`src/rtl/hazard_fwd_ctrl.sv`:
```
// Hazard, forwarding and fetch-sequencing controller for the 3-stage (IF/D, EX, WB) RV32 pipeline.
// Optional macro PERF_CNT_EN adds the cycle_cnt / instret_cnt performance counters.
module hazard_fwd_ctrl #(
  parameter logic [3:0] BIOS_REGION = 4'h4,
  parameter logic [3:0] IMEM_REGION = 4'h1
) (
  input  logic        clk,
  input  logic        rst,
  input  logic [31:0] inst_raw,
  input  logic [31:0] pc_d,
  input  logic        br_eq,
  input  logic        br_lt,
  output logic        fa_1,
  output logic        fb_1,
  output logic        fa_2,
  output logic        fb_2,
  output logic [1:0]  pc_sel,
  output logic [1:0]  inst_sel,
  output logic        br_un,
  output logic        reg_wr_en,
  output logic        flush
`ifdef PERF_CNT_EN
  ,
  output logic [31:0] cycle_cnt,
  output logic [31:0] instret_cnt
`endif
);

  localparam logic [6:0] OPC_OP     = 7'b0110011;
  localparam logic [6:0] OPC_OPIMM  = 7'b0010011;
  localparam logic [6:0] OPC_LOAD   = 7'b0000011;
  localparam logic [6:0] OPC_STORE  = 7'b0100011;
  localparam logic [6:0] OPC_BRANCH = 7'b1100011;
  localparam logic [6:0] OPC_JAL    = 7'b1101111;
  localparam logic [6:0] OPC_JALR   = 7'b1100111;
  localparam logic [6:0] OPC_LUI    = 7'b0110111;
  localparam logic [6:0] OPC_AUIPC  = 7'b0010111;
  localparam logic [6:0] OPC_SYSTEM = 7'b1110011;

  typedef enum logic [1:0] {CLS_NONE, CLS_BRANCH, CLS_JUMP} cls_t;
  typedef enum logic [1:0] {ST_RST, ST_BUBBLE, ST_RUN} state_t;

  state_t      state;
  logic        ex_valid, ex_wr, ex_use1, ex_use2;
  logic [4:0]  ex_rd, ex_rs1, ex_rs2;
  logic [2:0]  ex_funct3;
  cls_t        ex_cls;
  logic        wb_wr;
  logic [4:0]  wb_rd;

  logic        wr_d, use1_d, use2_d;
  cls_t        cls_d;
  logic        cond, taken, startup;

  // Only opcode/register/funct3 fields matter here; the remaining bits are deliberately dropped.
  logic unused_bits;
  assign unused_bits = ^{inst_raw[31:25], pc_d[27:0]};

  // NOTE: every signal assigned in an always_comb gets a default first, so no path can infer a latch.
  always_comb begin
    wr_d   = 1'b0;
    use1_d = 1'b0;
    use2_d = 1'b0;
    cls_d  = CLS_NONE;
    case (inst_raw[6:0])
      OPC_OP:              begin wr_d = 1'b1; use1_d = 1'b1; use2_d = 1'b1; end
      OPC_OPIMM, OPC_LOAD: begin wr_d = 1'b1; use1_d = 1'b1; end
      OPC_LUI, OPC_AUIPC:  wr_d = 1'b1;
      OPC_JAL:             begin wr_d = 1'b1; cls_d = CLS_JUMP; end
      OPC_JALR:            begin wr_d = 1'b1; use1_d = 1'b1; cls_d = CLS_JUMP; end
      OPC_STORE:           begin use1_d = 1'b1; use2_d = 1'b1; end
      OPC_BRANCH:          begin use1_d = 1'b1; use2_d = 1'b1; cls_d = CLS_BRANCH; end
      OPC_SYSTEM:          use1_d = (inst_raw[14:12] == 3'b001);
      default:             ;
    endcase
    // x0 is never a real destination, which also keeps it out of every forwarding path.
    if (inst_raw[11:7] == 5'd0) wr_d = 1'b0;
  end

  always_comb begin
    cond = 1'b0;
    case (ex_funct3)
      3'b000:          cond = br_eq;
      3'b001:          cond = ~br_eq;
      3'b100, 3'b110:  cond = br_lt;
      3'b101, 3'b111:  cond = ~br_lt;
      default:         cond = 1'b0;
    endcase
    taken   = ex_valid & ((ex_cls == CLS_JUMP) | ((ex_cls == CLS_BRANCH) & cond));
    startup = (state != ST_RUN);
  end

  always_comb begin
    pc_sel   = 2'd0;
    inst_sel = 2'd2;
    if (taken)        pc_sel = 2'd1;
    else if (startup) pc_sel = 2'd2;
    if (!(taken || startup)) begin
      if (pc_d[31:28] == BIOS_REGION)      inst_sel = 2'd1;
      else if (pc_d[31:28] == IMEM_REGION) inst_sel = 2'd0;
      else                                 inst_sel = 2'd2;
    end
  end

  assign flush     = taken;
  assign br_un     = ex_funct3[1];
  assign reg_wr_en = wb_wr;
  assign fa_1      = wb_wr & (wb_rd == inst_raw[19:15]) & use1_d;
  assign fb_1      = wb_wr & (wb_rd == inst_raw[24:20]) & use2_d;
  assign fa_2      = wb_wr & (wb_rd == ex_rs1) & ex_use1;
  assign fb_2      = wb_wr & (wb_rd == ex_rs2) & ex_use2;

  // NOTE: state registers use non-blocking assignments so every flop samples pre-edge values.
  always_ff @(posedge clk or negedge rst) begin
    if (!rst) begin
      state     <= ST_RST;
      ex_valid  <= 1'b0;
      ex_wr     <= 1'b0;
      ex_use1   <= 1'b0;
      ex_use2   <= 1'b0;
      ex_rd     <= 5'd0;
      ex_rs1    <= 5'd0;
      ex_rs2    <= 5'd0;
      ex_funct3 <= 3'd0;
      ex_cls    <= CLS_NONE;
      wb_wr     <= 1'b0;
      wb_rd     <= 5'd0;
    end else begin
      case (state)
        ST_RST:    state <= ST_BUBBLE;
        ST_BUBBLE: state <= ST_RUN;
        default:   state <= ST_RUN;
      endcase

      // The EX instruction retires even when it is the one killing D (e.g. JAL writing rd).
      wb_wr <= ex_wr & ex_valid;
      wb_rd <= ex_rd;

      if (taken || startup) begin
        ex_valid  <= 1'b0;
        ex_wr     <= 1'b0;
        ex_use1   <= 1'b0;
        ex_use2   <= 1'b0;
        ex_rd     <= 5'd0;
        ex_rs1    <= 5'd0;
        ex_rs2    <= 5'd0;
        ex_funct3 <= 3'd0;
        ex_cls    <= CLS_NONE;
      end else begin
        ex_valid  <= 1'b1;
        ex_wr     <= wr_d;
        ex_use1   <= use1_d;
        ex_use2   <= use2_d;
        ex_rd     <= inst_raw[11:7];
        ex_rs1    <= inst_raw[19:15];
        ex_rs2    <= inst_raw[24:20];
        ex_funct3 <= inst_raw[14:12];
        ex_cls    <= cls_d;
      end
    end
  end

`ifdef PERF_CNT_EN
  always_ff @(posedge clk or negedge rst) begin
    if (!rst) begin
      cycle_cnt   <= 32'd0;
      instret_cnt <= 32'd0;
    end else begin
      if (state == ST_RUN) cycle_cnt <= cycle_cnt + 32'd1;
      if (ex_valid)        instret_cnt <= instret_cnt + 32'd1;
    end
  end
`endif

endmodule
```
`config.mk`:
```
export PLATFORM = sky130hd
export DESIGN_NAME = hazard_fwd_ctrl
export DESIGN_NICKNAME = d
export VERILOG_FILES = /design/src/rtl/hazard_fwd_ctrl.sv
export SDC_FILE = /design/constraint.sdc
export NUM_CORES = 1
export LEC_CHECK = 0
export ABC_AREA = 1
export CAP_MARGIN = 20
export CELL_PAD_IN_SITES_DETAIL_PLACEMENT = 1
export CELL_PAD_IN_SITES_GLOBAL_PLACEMENT = 1
export CORE_ASPECT_RATIO = 0.9
export CORE_MARGIN = 2
export CORE_UTILIZATION = 27
export CTS_CLUSTER_SIZE = 20
export DETAILED_ROUTE_END_ITERATION = 6
export PLACE_DENSITY_LB_ADDON = 0.15
export SKIP_CTS_REPAIR_TIMING = 1
export SLEW_MARGIN = 40
export SYNTH_ARGS = -nofsm -noshare
export SYNTH_HDL_FRONTEND = slang
export SYNTH_SLANG_ARGS = --single-unit
```
`constraint.sdc`:
```
create_clock -name clk -period 1.5 [get_ports clk]
set_input_delay 0.3 -clock clk [delete_from_list [all_inputs] [get_ports clk]]
set_output_delay 0.3 -clock clk [all_outputs]
set_load 0.02 [all_outputs]
```
### Yosys cells after proc, flatten, opt, wreduce, memory -nomap -nowiden

Cells that the tools add are included.

* bits in registers: 32
* bits of input ports: 68
* output and inout port bits: 11
* word-level logic and storage cells: 82

* eq/ne operators: 25
* mux-type cells: 21
* bitwise logic cells: 14
* reductions and logical operators: 10

Operators by type and width (count)
* 7-bit == test (second input constant): 4
* 7-bit by 6-bit == test with 1-bit output (second input constant): 3
* 5-bit == test: 4
* 5-bit 2-to-1 mux: 3
* 7-bit by 5-bit == test with 1-bit output (second input constant): 2
* 2-bit 2-to-1 mux: 7
* 3-bit == test (second input constant): 4
* 1-bit bitwise AND: 11
* 7-bit by 2-bit == test with 1-bit output (second input constant): 1
* 1-bit 2-to-1 mux: 7
* 7-bit OR reduction: 1
* 3-bit by 1-bit == test with 1-bit output (second input constant): 2
* 2-bit OR reduction: 3
* 6-bit OR reduction: 1
* 5-bit zero test: 1
* 4-bit by 1-bit == test with 1-bit output (second input constant): 1
* 4-bit by 3-bit == test with 1-bit output (second input constant): 1
* 1-bit case mux with 4 select lines: 1
* 2-bit case mux with 2 select lines: 1
* 3-bit zero test: 1
* 3-bit 2-to-1 mux: 1
* 3-bit OR reduction: 1
* 2-bit by 1-bit == test with 1-bit output (second input constant): 1
* 2-bit == test (second input constant): 1
* other kinds (6): 7

### Logic depth before layout (Yosys ltp)

Gate-level depths: netlist of the first run.

* word-level depth: 8
* gate-level depth with buffers: 10
* depth with buffers taken out: 9

### Worst setup path after synthesis of the first run

Ideal clock, no wire load.

* path kind: reg-to-output
* start: reg ex_funct3[1]
* end: out inst_sel[0]
* arrival: 1.284 ns
* required time: 1.200 ns
* setup slack: -0.084 ns
* cell stages (with the launch flop): 10
* path buffers: 1
* cell sequence: dfrtp_1 -> nor2_1 -> nand3_1 -> nand2_1 -> nand2_1 -> nand2_1 -> nand2_2 -> nand2_4 -> buf_6 -> nor2_1

* cells in the longest elaborated chain, start to end: 8
* elaborated cells between the ends (all ways): 14
* those cells by class: eq/ne: 5; mux: 2; bitwise: 3; reduce/logical: 4

RTL lines
* start, declared: line 46 `logic [2:0] ex_funct3;`
* start signal, assigned: line 157 `ex_funct3 <= inst_raw[14:12];`
* 3-bit == test: line 82 `case (ex_funct3)`
* 2-bit OR reduction: line 82
* 1-bit case mux with 4 select lines (*): line 82
* 1-bit bitwise AND (*): line 89 `taken = ex_valid & ((ex_cls == CLS_JUMP) | ((ex_cls == CLS_BRANCH) & cond));`
* 1-bit OR (*): line 89
* 1-bit bitwise AND (*): line 89
* 1-bit logical OR (*): line 98 `if (!(taken || startup)) begin`
* 2-bit 2-to-1 mux (*): line 98
* end, declared: line 18 `output logic [1:0] inst_sel,`

Every way passes the cells marked *; elsewhere a longest branch is shown, timed or not.

### Worst setup path in the final report of the first run

* start: reg wb_rd[2]
* end: out fb_1

* cells in the longest elaborated chain, start to end: 3

RTL lines
* start, declared: line 49 `logic [4:0] wb_rd;`
* start signal, assigned: line 137 `wb_rd <= ex_rd;`
* 5-bit == test: line 109 `assign fb_1 = wb_wr & (wb_rd == inst_raw[24:20]) & use2_d;`
* 1-bit bitwise AND (2 in a row): line 109
* end, declared: line 14 `output logic fb_1,`

Every way passes these cells.

==> impl_results.md, run 1 <==
- Yosys cell types: 20
- Slew HR: 0.8125
- Top-area cell type share of the netlist area: 0.5224
- First-pass iteration count of the detailed router: 4
- Via count of the first global-routing pass: 1,323
- Required time worst endpoint: 1200 ps
- Count of final setup violators: 9
- Syn Inst Count: 187
- Met3 routed WL: 176 um
- Post-synth EDFFs: 0
- Fin util: 0.4472
- Max-slew violation count: 0
- Clock Latency Late Sink: 290 ps
- LEAKAGE: 0.001316 uW
- Via count: 1,401
- Ports: 79
- Arrival time worst endpoint: 1460 ps
- M1 WL: 1626 um
- Port bufs: 43
- Filler instances: 660
- Least-Margin Pin Slew: 280.1 ps
- CP peak stage delay: 420 ps
- Die area: 6296 um^2
- Sequential share of power: 0.448
- Switching Share: 0.2393
- Routed WL: 3732 um
- CP Capture Type: output port
- Area leader, netlist: dfrtp_1
- CP max stage cell: dfrtp_1
- Pre-CTS setup slack: -849.7 ps
- Initial DRC count: 32
- Top-count cell post-synth: inv_1
- Vias/cell: 4.245
- CTS buffer count: 5
- Internal: 1571 uW
- CTS max path bufs: 2
- Average size of a mapped cell: 8.196 um^2
- CP Max Fanout: 3
- Finished Layout Cells: 330
- Worst Setup Start Kind: flip-flop
- Initial antenna violation count: 0
- Max rail drop VDD: 0.4966 mV
- Final worst clock skew: 9.058 ps
- Routability Congestion: 0.7730
- Largest net degree at the start of global routing: 33
- Clock Sinks: 32
- Post-Place Cell Area: 2203 um^2
- # placed instances: 319
- Final #Nets: 327
- Seq cells post-synth: 32
- DIE HEIGHT: 75.48 um
- Worst path bufs/invs: 1
- Highest routed layer: met4
- # rows: 26
- Drt wl/cell: 11.31 um
- CP Cell Sequence: or2_4, a21oi_2, nand4_1, nor2_1, buf_4
- Max Cap Viol: 0
- Layout cells sized above 1: 0.3115
- Fmax: 569.2 MHz
- Most common flop cell mapped by yosys: dfrtp_1
- Die W: 83.42 um
- Final Cell Area: 2502 um^2
- Logic pwr share: 0.155
- Layout area overhead: 63.27%
- Unrepaired setup endpoints after global routing: true
- Critical path class: reg -> out
- Diodes inserted: 0
- Clk pwr share: 0.397
- Initial Util: 0.2739
- Hold Path Class: in -> reg
- Psw: 494.3 uW
- Pwr dens: 825.5 nW/um^2
- Seq/Total Area, Yosys: 0.5224
- Routed length on met2: 1869 um
- Worst-path clk slew: 80 ps
- Synth top area cells: dfrtp_1, inv_1, nor2_1
- ANT nets after route: 0
- Post-Syn Nets: 255
- Post-detail-place hpwl: 2884 um
- Final setup TNS: -1893 ps
- First-pass GRT wire length: 5975 um
- Post-route minimum period: 1757 ps
- Crit path max-delay family: simple AND/OR/NAND/NOR gates
- Htree depth: 2
- Root Buffer: clkbuf_8
- Setup WS post-layout: -256.9 ps
- FFs w/ async S/R, synth: 1.000
- Final global-route overflow total: 0
- Fin. Hold Viols: 0
- Core area: 5595 um^2
- Netlist Area Pre-Place: 1533 um^2
- Synth warnings: 0
- # DRC: 0
- Status: complete, but fails checks
- Synth cell count leaders: inv_1, nor2_1, dfrtp_1
- Failing checks: negative setup slack
- GRT Resource Usage Total: 0.1240
- Fin crit share: 1.171
- CTS tree: yes
tightest hold or removal path: stages:
cell and delay (ps):
dlymetal6s2s_1 150, inv_1 60, nor2_1 40
area by class of cell:
class | instances | area (um^2) | area share
clock buffer | 5 | 68.82 | 0.02750
timing repair buffer | 68 | 664.4 | 0.2655
sequential | 32 | 802.0 | 0.3205
clock inverter | 3 | 42.54 | 0.01700
tap | 70 | 87.58 | 0.03500
inverter | 39 | 151.4 | 0.06050
multi-input combinational | 113 | 685.7 | 0.2740
cells in the final DEF, fill, tap and decap left out, types with 3 or more instances in the layout:
master / count
nand3_1: 4
dfrtp_1: 31
inv_2: 7
nand3_2: 3
o21ai_0: 6
nor2_4: 3
dlymetal6s2s_1: 12
clkbuf_8: 5
inv_1: 30
nand2_1: 23
xnor2_2: 4
clkdlybuf4s50_1: 22
nor2_1: 32
nor2_2: 4
buf_4: 26
nand2_2: 5
nand4_1: 6
xnor2_1: 5
buf_6: 7
sequential cells by signal (all words and copies together) (netlist names):
name       flops
ex_valid       1
ex_cls         2
ex_rs1         5
wb_rd          5
ex_use1        1
ex_funct3      3
ex_rs2         5
ex_wr          1
state          2
ex_use2        1
ex_rd          5
reg_wr_en      1
metrics by stage:
step	power (uW)	hold WS, ps
after floorplan	1044	4.409
after CTS	2060	352.0
after global placement	1224	331.8
after detailed placement	1230	335.6
final	2066	306.7
after global routing	2168	331.6
metal layers:
metal  vias to the layer above  global-route usage
li1                        713                   -
met3                         7             0.03575
met1                       653              0.1480
met4                         0             0.05376
met2                        28              0.2151
met5                         -                   0
final timing paths:
check	start	end	slack, ps	cells past startpoint
max	wb_rd[2]	fb_1	-260	5
min	inst_raw[22]	ex_rs2[2]	310	3
max reg2reg	ex_funct3[0]	ex_use2	130	9
min reg2reg	ex_rd[4]	wb_rd[4]	350	0
max in group asynchronous	rst	wb_rd[4]	940	2
min in group asynchronous	rst	wb_rd[2]	380	2
kinds of logic after synthesis:
logic type / synth area share
simple gates: 0.2531
buf+inv: 0.1151
flops: 0.5225
compound gates: 0.05225
xor+xnor: 0.05715
power by group through the flow:
stage / clock, uW / sequential, uW / combinational [uW]
after detailed placement: 0 / 938 / 292
after global routing: 881 / 931 / 356
after CTS: 845 / 921 / 294
after floorplan: 0 / 937 / 107
final: 820 / 926 / 319
after global placement: 0 / 936 / 287
(Power assumes the default switching activity.)
==> run 2: changes to the inputs <==
SLEW_MARGIN = 0   (was 40)
==> results of run 2 <==
Same layout as run 1: the final DEF is identical, and so are final timing and power.
==> run 3: changes to the inputs <==
CORE_ASPECT_RATIO = 1.4   (was 0.9)
SKIP_CTS_REPAIR_TIMING = unset   (was 1)
==> impl_results.md, run 3 (synthesis results as in run 1) <==
- Status: complete, but fails checks
- Failing checks: negative setup slack
- Initial DRC count: 17 (-47%)
- Clock Latency Late Sink: 280 ps (about the same)
- LEAKAGE: 0.001210 uW (-8.0%)
- Routed WL: 3758 um (+0.70%)
- # rows: 32 (+23%)
- Die W: 67.68 um (-19%)
- Ports: 79 (unchanged)
- Most common cell after layout, fill and taps aside: nor2_1
- Least-Margin Pin Slew: 305.5 ps (+25.40 ps)
- Fin util: 0.4377 (-0.009499)
- GRT Resource Usage Total: 0.1401 (+0.01608)
- CP endpoint: fb_1
- Unrepaired setup endpoints after global routing: true
- Worst Reg-to-Reg Cells: 9 (unchanged)
- Max rail drop VDD: 0.6643 mV (+34%)
- Root Buffer: clkbuf_8
- Fmax: 564.9 MHz (-0.75%)
- R2R Path End: ex_funct3[0]
- Pwr dens: 850.6 nW/um^2 (+3.0%)
- RR Startpoint: ex_funct3[1]
- CP Capture Type: output port
- Via count of the first global-routing pass: 1,560 (+18%)
- Arrival time worst endpoint: 1470 ps (about the same)
- Post-route minimum period: 1770 ps (+13.30 ps)
- R2R Setup Slk: 90 ps (-40 ps)
- Required time worst endpoint: 1200 ps (about the same)
- Final global-route overflow total: 0 (unchanged)
- DIE HEIGHT: 93.15 um (+23%)
- CTS buffer count: 5 (unchanged)
- Commonest non-fill, non-tap cells in the layout: nor2_1, dfrtp_1, inv_1
- Max Cap Viol: 0 (unchanged)
- Vias/cell: 4.355 (+2.6%)
- Htree depth: 2 (unchanged)
- Post-detail-place hpwl: 2875 um (-0.31%)
- Drt wl/cell: 11.60 um (+2.6%)
- First-pass GRT wire length: 6541 um (+9.5%)
- Routability Congestion: 0.7615 (-1.5%)
- Filler instances: 674 (+2.1%)
- Worst-path clk slew: 70 ps (about the same)
- Layout area overhead: 56.65%
- Critical path class: reg -> out
- Largest net degree at the start of global routing: 33 (unchanged)
- Diodes inserted: 0 (unchanged)
- Final #Nets: 323 (-1.2%)
- First-pass iteration count of the detailed router: 3 (-1)
- Core area: 5485 um^2 (-2.0%)
- Fin. Hold Viols: 0 (unchanged)
- Slew HR: 0.7956 (-0.01700)
- Final setup TNS: -1551 ps (+342.5 ps)
- CP peak stage delay: 450 ps (+30 ps)
- CP Max Fanout: 4 (+1)
- Setup WS post-layout: -270.3 ps (-13.30 ps)
- Hold Path Class: in -> reg
- Pre-CTS setup slack: -847.6 ps (+2.174 ps)
- Layout cells sized above 1: 0.2891 (-0.02248)
- CP Cell Sequence: or2_4, a21oi_2, nand4_1, nor2_1, buf_4
- Count of final setup violators: 9 (unchanged)
- Die area: 6304 um^2 (+0.12%)
- Worst Setup Start Kind: flip-flop
- Initial antenna violation count: 0 (unchanged)
- Clock Sinks: 32 (unchanged)
- CP max stage cell: dfrtp_2
- Port bufs: 43 (unchanged)
- Crit path from: wb_rd[2]
- # DRC: 0 (unchanged)
- Worst hold slack: 288.0 ps (-18.74 ps)
- Via count: 1,411 (+0.71%)
- Initial Util: 0.2794 (+0.005498)
- CTS tree: yes
- Max-slew violation count: 0 (unchanged)
- Fin crit share: 1.180 (+0.008869)
- CTS max path bufs: 2 (unchanged)
- ANT nets after route: 0 (unchanged)
- Final worst clock skew: 10.33 ps (+1.275 ps)
==> run 3: cell types whose count changed in the layout (fill, tap and decap cells not counted), moves of 2 or more <==
cell and change:
dlygate4sd2_1 +12, dlymetal6s2s_1 -8, clkdlybuf4s50_1 -5, buf_4 -4
inv_2 +2, nand2_1 +2, nand2_2 -2, nand3_1 +2
nand3_2 -2, xnor2_1 +2, xnor2_2 -2
==> run 3: what timing repair did <==
| action | CTS | global route |
|---|---|---|
| pin swaps | 16 | 17 |
| setup buffers | 3 | 2 |
| endpoints found under the setup margin | 19 | 34 |
| resized for setup | 88 | 18 |
| hold buffers | 0 | 0 |
==> run 3: worst min path at each step <==
| stage | slack, ps | from | end | cells after the start |
|---|---|---|---|---|
| finish | 290 | inst_raw[12] | ex_funct3[0] | 3 |
| global route | 300 | inst_raw[12] | ex_funct3[0] | 3 |
| CTS | 350 | ex_rd[1] | wb_rd[1] | 0 |
| detailed placement | 340 | ex_rd[1] | wb_rd[1] | 0 |
| global placement | 330 | ex_rd[1] | wb_rd[1] | 0 |
| floorplan | 4 | rst | ex_cls[0] | 0 |
==> run 3: power breakdown <==
| part | switching (uW) | leakage, uW | internal (uW) | total, uW |
|---|---|---|---|---|
| sequential | 25.4 | 0.000383 | 901 | 926 |
| combinational | 136 | 0.000773 | 164 | 300 |
| clock | 325 | 0.0000541 | 491 | 816 |
==> run 3: metrics by stage <==
stage,total power [uW],cells,cell area [um^2]
after floorplan,1044,187,1538
after global placement,1219,312,2163
after detailed placement,1226,312,2163
after CTS,2069,323,2340
after global routing,2145,324,2401
final,2042,324,2401
==> run 3: critical path: cells and delay by family (launching register included) <==
kind / cells / cell delay (ps)
simple gates: 3 / 460
flops: 1 / 450
buf+inv: 1 / 160
compound gates: 1 / 110
==> run 3: routing by layer <==
metal	track usage	wire [um]	up-vias
met2	0.2598	2164	30
met4	0.04592	24	0
met3	0.03971	171	2
li1	-	-	705
met1	0.1453	1398	674
met5	0	0	-
==> run 3: layout make-up <==
| cell class | instances | area [um^2] | share of cell area |
|---|---|---|---|
| flip-flops and latches | 32 | 802.0 | 0.3340 |
| repair buffers | 64 | 599.3 | 0.2496 |
| multi-input cells | 113 | 654.4 | 0.2725 |
| clock inverters | 3 | 42.54 | 0.01772 |
| clock buffers | 5 | 68.82 | 0.02866 |
| well taps | 68 | 85.08 | 0.03544 |
| inverters | 39 | 148.9 | 0.06201 |
